File: config.mk
export PLATFORM = sky130hd
export DESIGN_NAME = sensor_conditioner
export DESIGN_NICKNAME = d
export VERILOG_FILES = /design/src/rtl/sensor_conditioner.sv
export SDC_FILE = /design/constraint.sdc
export NUM_CORES = 1
export LEC_CHECK = 0
export CAP_MARGIN = 20
export CORE_UTILIZATION = 57
export CTS_BUF_LIST = sky130_fd_sc_hd__clkbuf_8
export DETAILED_ROUTE_END_ITERATION = 6
export HOLD_SLACK_MARGIN = 0.12
export PLACE_DENSITY = 0.86
export SYNTH_ARGS = -nofsm -noshare
export SYNTH_HDL_FRONTEND = slang
export SYNTH_SLANG_ARGS = --single-unit
File: constraint.sdc
create_clock -name Clk -period 1.8 [get_ports Clk]
set_input_delay 0.36 -clock Clk [delete_from_list [all_inputs] [get_ports Clk]]
set_output_delay 0.36 -clock Clk [all_outputs]
set_load 0.1 [all_outputs]
File: src/rtl/sensor_conditioner.sv
// Front-end conditioning: 2-flop sync + debounce on four binary sensors, range-qualified temperature.
// Optional 4-sample moving average on the temperature path when TEMP_AVG_EN is defined.
module sensor_conditioner #(
    parameter int DEBOUNCE_CYCLES = 4,
    parameter int ST_MAX          = 100
) (
    input  logic       Clk,
    input  logic       Rst,
    input  logic       raw_fd,
    input  logic       raw_rd,
    input  logic       raw_w,
    input  logic       raw_fa,
    input  logic [6:0] raw_st,
    input  logic       st_valid,
    output logic       SFD,
    output logic       SRD,
    output logic       SW,
    output logic       SFA,
    output logic [6:0] ST,
    output logic       st_err,
    output logic       evt_change
);

    localparam logic [7:0] CNT_LAST = 8'(DEBOUNCE_CYCLES - 1);
    localparam logic [6:0] ST_RESET = 7'd60;
    localparam logic [6:0] ST_LIMIT = 7'(ST_MAX);

    logic [3:0]      raw;
    logic [3:0]      s1;
    logic [3:0]      s2;
    logic [3:0]      o;
    logic [3:0]      o_next;
    logic [3:0][7:0] cnt;
    logic [3:0][7:0] cnt_next;
    logic [6:0]      st_next;
    logic            accept;
    logic            reject;

    assign raw = {raw_fd, raw_rd, raw_w, raw_fa};
    assign {SFD, SRD, SW, SFA} = o;

    // Any return of s2 to the current output restarts the count.
    always_comb begin
        for (int i = 0; i < 4; i++) begin
            o_next[i]   = o[i];
            cnt_next[i] = 8'd0;
            if (s2[i] != o[i]) begin
                if (cnt[i] == CNT_LAST) begin
                    o_next[i] = s2[i];
                end else begin
                    cnt_next[i] = cnt[i] + 8'd1;
                end
            end
        end
    end

    assign accept = st_valid && (raw_st <= ST_LIMIT);
    assign reject = st_valid && (raw_st > ST_LIMIT);

`ifdef TEMP_AVG_EN
    logic [6:0] w0;
    logic [6:0] w1;
    logic [6:0] w2;
    logic [6:0] w3;
    logic [8:0] sum;

    // Average uses the pre-shift entries together with the incoming sample.
    assign sum     = 9'(raw_st) + 9'(w0) + 9'(w1) + 9'(w2);
    assign st_next = accept ? sum[8:2] : ST;

    always_ff @(posedge Clk) begin
        if (Rst) begin
            w0 <= ST_RESET;
            w1 <= ST_RESET;
            w2 <= ST_RESET;
            w3 <= ST_RESET;
        end else if (accept) begin
            w0 <= raw_st;
            w1 <= w0;
            w2 <= w1;
            w3 <= w2;
        end
    end
`else
    assign st_next = accept ? raw_st : ST;
`endif

    always_ff @(posedge Clk) begin
        if (Rst) begin
            s1         <= '0;
            s2         <= '0;
            o          <= '0;
            cnt        <= '0;
            ST         <= ST_RESET;
            st_err     <= 1'b0;
            evt_change <= 1'b0;
        end else begin
            s1         <= raw;
            s2         <= s1;
            o          <= o_next;
            cnt        <= cnt_next;
            ST         <= st_next;
            st_err     <= reject;
            evt_change <= |({o_next, st_next} ^ {o, ST});
        end
    end

endmodule

==> out/results.md, run 1 <==
| Metric | Reported |
|:---|:---|
| Normalized max-slew margin | 77.6% |
| Sum of net half-perimeters after detailed placement | 3.24 mm |
| Detailed Route WL | 4.57 mm |
| Post-Syn Nets | 252 |
| Antenna violations before repair | 0 |
| Vias in the first global route | 1846 |
| Share of the synthesized area in the top cell type | 47.8% |
| Area of the die | 4150 um^2 |
| Clock Tree Buf Depth | 2 |
| Drt via density | 5.49 |
| Final setup violating endpoints | 0 |
| Number of rows in the core area | 22 |
| Horiz. Die Dim | 64.4 um |
| Finished Cell Area | 2880 um^2 |
| Area fraction in and, or, nand and nor cells after synthesis | 25.4% |
| Power per standard cell area | 811 nW/um^2 |
| Setup CP Type | reg -> reg |
| Remaining design rule violation count | 0 |
| Placed Area | 2760 um^2 |
| Type of the most critical hold path | reg -> reg |
| Max IR drop VDD | 0.704 mV |
| Final hold vios | 0 |
| # port buffers | 26 |
| Vias after detailed routing | 1784 |
| Worst-path clk slew | 0.09 ns |
| Vertical extent of the die | 64.4 um |
| Setup TNS Final | 0 ns |
| Fin crit share | 93.5% |
| Measured slew at the worst slew-check pin | 0.334 ns |
| Clk sinks | 53 |
| Number of inserted diodes | 0 |
| Dominant combinational cell family by area after synthesis | simple AND/OR/NAND/NOR gates |
| Avg Inst Size Synth | 9.49 um^2 |
| Setup skew after layout | 0.00630 ns |
| Fraction of the mapped netlist area in compound gates | 7.55% |
| Max Clk Rate | 594 MHz |
| Iteration-0 DRC count of the detailed router | 87 |
| Arrival time of the worst setup path | 1.89 ns |
| IO Pins | 27 |
| Portion of netlist area occupied by mux cells | 1.80% |
| Number of routed nets with antenna violations | 0 |
| Biggest area consumer among synthesized cells | sky130_fd_sc_hd__dfxtp_1 |
| Clock latency on the worst-skew pair | 0.31 ns |
| Pin count of the biggest net entering global routing | 17 |
| Min Clock Period, post-route | 1.68 ns |
| Buffer type at the clock tree root | sky130_fd_sc_hd__clkbuf_8 |
| Core outline area | 3690 um^2 |
| Fraction of registers with async set/reset | 0% |
| Number of warning messages in the yosys log | 0 |
| Static power due to leakage | 1.14 nW |
| Count of final max-slew check failures | 0 |
| Main synth FF type | sky130_fd_sc_hd__dfxtp_1 |
| First-pass detailed-route iteration total | 5 |
| Share of synthesized area occupied by flip-flops and latches | 47.8% |
| Total power | 2.34 mW |
| Syn-to-layout area delta | 29.9% |
| First-pass GRT wire length | 8.00 mm |
| Commonest cells in the synthesized netlist | sky130_fd_sc_hd__dfxtp_1 (53), sky130_fd_sc_hd__nor2_1 (39), sky130_fd_sc_hd__nand3_1 (25), sky130_fd_sc_hd__xor2_1 (22), sky130_fd_sc_hd__xnor2_1 (10) |
| Required time at the worst-slack endpoint | 2.00 ns |
| Net count reported at finish | 294 |
| Setup bufs post-CTS | 0 |
| Count of mapped cells out of synthesis | 234 |
| Clock tree from TritonCTS | yes |
| Post-Synth XOR/XNOR Area | 12.6% |
| Maximum capacitance violations | 0 |
| Cell types occupying the most area after synthesis | sky130_fd_sc_hd__dfxtp_1 (48%), sky130_fd_sc_hd__xor2_1 (8.7%), sky130_fd_sc_hd__nor2_1 (6.6%) |
| Deepest level of the CTS H-tree | 2 |
| Post-synthesis adder-cell area fraction | 2.25% |
| Nature of the critical path startpoint | register |
| Layout cells sized above 1 | 17.0% |
| CP endpoint kind | register |
| Share of the core filled with cells | 78.2% |
| Worst hold margin | 0.446 ns |
| Dominant cell by count in the synthesized netlist | sky130_fd_sc_hd__dfxtp_1 |
| Num CTS Buffers | 5 |
| Global-route usage over all layers | 25.4% |
| Placer Congestion | 0.852 |
| Worst Path Max Fanout | 7 |
| Total gr overflow | 0 |
| Fill cell instance count of the final layout | 241 |
| Synthesized flop and latch total | 53 |
| Final routed wire length divided by cell count | 14.1 um |
| Synth cell types | 38 |
| Number of enable flip-flop cells after synthesis | 0 |
| RSZ-0062 raised after global routing | yes |
| Status | finished, final reports clean |
| Cell area after synthesis | 2220 um^2 |
| Initial Util | 60.2% |
metrics by stage:
step                      worst slack [ns]  instances
after floorplan                     0.0254        234
after global placement             0.00987        317
after detailed placement           -0.0931        317
after CTS                           0.0800        325
after global routing              -0.00949        325
final                                0.117        325
sequential cells by signal (all words and copies together), names as in the netlist:
| name | flops |
|---|---|
| ST | 7 |
| cnt | 32 |
| evt_change | 1 |
| o | 4 |
| s1 | 4 |
| s2 | 4 |
| st_err | 1 |
critical path: stages, from the launching register on:
cell and delay [ns]:
sky130_fd_sc_hd__dfxtp_1 0.36, sky130_fd_sc_hd__or4_1 0.54, sky130_fd_sc_hd__or3_4 0.36, sky130_fd_sc_hd__nand2_1 0.22, sky130_fd_sc_hd__nor2_1 0.09
layer usage:
metal	wire length (um)	part of all wire [%]	vias to the layer above	GRT usage [%]
li1	-	-	887	-
met1	1970	43	831	29.3
met2	2270	50	55	41.8
met3	248	5.4	11	7.86
met4	90	2.0	0	13.3
met5	0	0	-	0
layout make-up:
| type | count | area [um^2] | area share (%) |
|---|---|---|---|
| well taps | 48 | 60.1 | 2.08 |
| inverters | 7 | 26.3 | 0.911 |
| clock buffers | 6 | 82.6 | 2.86 |
| repair buffers | 41 | 503 | 17.4 |
| multi-input cells | 168 | 1110 | 38.5 |
| flip-flops and latches | 53 | 1060 | 36.9 |
| clock inverters | 2 | 37.5 | 1.30 |
path summary, 6_finish.rpt:
check,startpoint,to,slack [ns],cells after the start
setup / recovery,cnt[29],cnt[29],0.12,4
hold / removal,s1[3],s2[3],0.45,1
setup reg to reg,cnt[29],cnt[29],0.12,4
hold reg to reg,s1[3],s2[3],0.45,1
report_power, final:
group	switching, mW	total (mW)	leakage [nW]	internal [mW]
clock network	0.386	0.838	0.0574	0.452
logic	0.163	0.282	0.652	0.119
registers	0.0224	1.22	0.432	1.20
placed cells by master (no fill, tap or decap), types with 8 or more instances in the layout:
cell / netlist / layout
sky130_fd_sc_hd__and3_1: 9 / 9
sky130_fd_sc_hd__buf_12: 0 / 13
sky130_fd_sc_hd__buf_4: 2 / 15
sky130_fd_sc_hd__clkdlybuf4s50_1: 0 / 13
sky130_fd_sc_hd__dfxtp_1: 53 / 51
sky130_fd_sc_hd__nand3_1: 25 / 25
sky130_fd_sc_hd__nor2_1: 39 / 39
sky130_fd_sc_hd__nor2b_1: 8 / 8
sky130_fd_sc_hd__xnor2_1: 10 / 10
sky130_fd_sc_hd__xor2_1: 22 / 22
timing repair:
item,CTS,global route
endpoints found under the setup margin,0,14
hold buffers,0,0
gates resized for setup,0,2
cell families after synthesis:
group,Yosys count
AND/OR/NAND/NOR,104
flip-flops,53
XOR/XNOR,32
AO/OA/AOI/OAI,24
buffers and inverters,13
multiplexers,4
adder cells (fa/ha/maj),4
Power figures use the tool's default switching activity.
==> run 2: changes to the inputs <==
CORE_UTILIZATION = 65   (was 57)
DONT_BUFFER_PORTS = 1   (was default)
GPL_ROUTABILITY_DRIVEN = 0   (was default)
==> run 2 against run 1 <==
Compared with the run above:
- register-to-register slack worse by 0.08 ns
- worst hold slack lost 0.28 ns
- core utilization is 1.9 points higher
- sequential power is essentially flat
- highest routed layer unchanged
==> out/results.md, run 2 (synthesis gave the netlist of run 1 again) <==
| Metric | Reported |
|:---|:---|
| Status | finished, final reports clean |
| Required time at the worst-slack endpoint | 2.02 ns |
| Static power due to leakage | 0.998 nW |
| Final hold vios | 0 |
| Global-route usage over all layers | 25.0% |
| # port buffers | 0 |
| Clock tree from TritonCTS | yes |
| Clock Tree Buf Depth | 2 |
| End point of the worst hold path | ST[4] |
| Remaining design rule violation count | 0 |
| Commonest non-fill, non-tap cell in the layout | sky130_fd_sc_hd__dfxtp_1 |
| Register bank with the most flops | cnt |
| Post-route setup slack | 0.0348 ns |
| Initial Util | 70.4% |
| Num CTS Buffers | 5 |
| Clock latency on the worst-skew pair | 0.30 ns |
| Max FFs per register | 32 |
| Setup skew after layout | 0.00325 ns |
| Max IR drop VDD | 0.714 mV |
| Max Clk Rate | 566 MHz |
| Nature of the critical path startpoint | register |
| Fin crit share | 98.1% |
| Core outline area | 3150 um^2 |
| IO Pins | 27 |
| Arrival time of the worst setup path | 1.98 ns |
| Clk sinks | 53 |
| First-pass GRT wire length | 6.71 mm |
| Area of the die | 3650 um^2 |
| Worst hold margin | 0.165 ns |
| Normalized max-slew margin | 64.8% |
| Destination of the worst register-to-register timing path | evt_change |
| Total gr overflow | 0 |
| Vias after detailed routing | 1710 |
| Largest incremental delay on the critical path | 0.47 ns |
| Min Clock Period, post-route | 1.77 ns |
| Number of inserted diodes | 0 |
| Path depth of the worst reg2reg path | 5 |
| Sum of net half-perimeters after detailed placement | 2.75 mm |
| Met2 Track Usage GR | 45.7% |
| Type of the most critical hold path | in -> reg |
| Hold Crit Depth | 1 |
| Layout cells sized above 1 | 14.7% |
| Buffer type at the clock tree root | sky130_fd_sc_hd__clkbuf_8 |
| Pin count of the biggest net entering global routing | 15 |
| Iteration-0 DRC count of the detailed router | 100 |
| Chain of cells forming the critical path | ha_4 -> or4b_4 -> nor4_4 -> a222oi_1 -> a41oi_1 |
| Net count reported at finish | 275 |
| Worst Hold Launch | Rst |
| Setup CP Type | reg -> reg |
| First-pass detailed-route iteration total | 4 |
| Horiz. Die Dim | 60.4 um |
| Count of final max-slew check failures | 0 |
| Worst-path clk slew | 0.09 ns |
| Worst Path Max Fanout | 4 |
| Most frequent cells in the layout | sky130_fd_sc_hd__dfxtp_1 (49), sky130_fd_sc_hd__nor2_1 (39), sky130_fd_sc_hd__nand3_1 (25) |
| Most Used Layer, Global Route | met2 |
| Number of rows in the core area | 20 |
| Family with the most delay on the worst path | simple AND/OR/NAND/NOR gates |
| Vertical extent of the die | 60.4 um |
| RSZ-0062 raised after global routing | yes |
| Setup slack on the worst flop-to-flop path | 0.03 ns |
| Regs by FF count | cnt: 32 flops, ST: 7 flops |
| Post-Place Worst Slack | 0.0224 ns |
| Deepest level of the CTS H-tree | 2 |
| Number of routed nets with antenna violations | 0 |
| Launch point of the worst reg-to-reg path | cnt[9] |
| Vias in the first global route | 1620 |
| Syn-to-layout area delta | 13.7% |
| Met3 routing resource usage after global routing | 7.04% |
| Detailed Route WL | 4.29 mm |
| Maximum capacitance violations | 0 |
| Crit path from | cnt[9] |
| Power per standard cell area | 802 nW/um^2 |
| Measured slew at the worst slew-check pin | 0.527 ns |
| Antenna violations before repair | 0 |
| Final setup violating endpoints | 0 |
| Cell at the slowest stage of the critical path | sky130_fd_sc_hd__or4b_4 |
| Drt via density | 5.66 |
| Count of buffer and inverter cells on the critical path | 0 |
| CP endpoint kind | register |
| Met1 layer usage reported by global route | 27.8% |
| Final routed wire length divided by cell count | 14.2 um |
## run 2: changes by cell type in the layout (fill, tap and decap cells not counted), sizes merged
cell           change
inv                +3
clkdlybuf4s50     -13
clkbuf             -1
clkinvlp           -1
bufinv             -1
dlygate4sd3        +3
buf                -9
## run 2: what timing repair did
| item | in CTS | in global routing |
|---|---|---|
| hold buffers | 2 | 1 |
| hold endpoints to repair | 14 | 2 |
| endpoints found under the setup margin | 0 | 9 |
| setup buffers | 0 | 1 |
| gates resized for setup | 0 | 6 |
## run 2: cell type report
class	instances	area [um^2]
clock buffers	5	68.8
clock inverters	3	11.3
fillers	194	629
inverters	7	26.3
multi-input cells	168	1120
flip-flops and latches	53	1070
well taps	44	55.1
repair buffers	22	173
## run 2: worst max path at each step
stage	to	slack [ns]	depth (start not counted)
finish	evt_change	0.03	5
CTS	cnt[14]	0.002	5
global route	evt_change	-0.04	5
global placement	cnt[10]	0.1	5
floorplan	evt_change	0.03	4
detailed placement	cnt[14]	0.02	5
## run 2: per-stage QoR
step	setup TNS, ns	power, mW	instances	instance area, um^2	util [%]
6_report	0	2.02	302	2520	80.0
5_1_grt	-0.184	2.09	302	2520	80.0
4_1_cts	0	2.02	300	2480	78.7
3_5_place_dp	0	1.42	290	2380	75.6
3_3_place_gp	0	1.42	290	2380	75.6
2_1_floorplan	0	1.40	234	2220	-
## run 2: routing by layer
metal	share of wire [%]	vias to the layer above
met2	51	38
met3	4.3	10
met1	43	812
li1	-	850
met4	1.7	0
met5	0	-
## run 2: report_power, final
group / total (mW) / internal [mW] / switching (mW)
Combinational: 0.199 / 0.0599 / 0.139
Sequential: 1.21 / 1.20 / 0.0146
Clock: 0.615 / 0.260 / 0.355
Total: 2.02 / 1.52 / 0.509
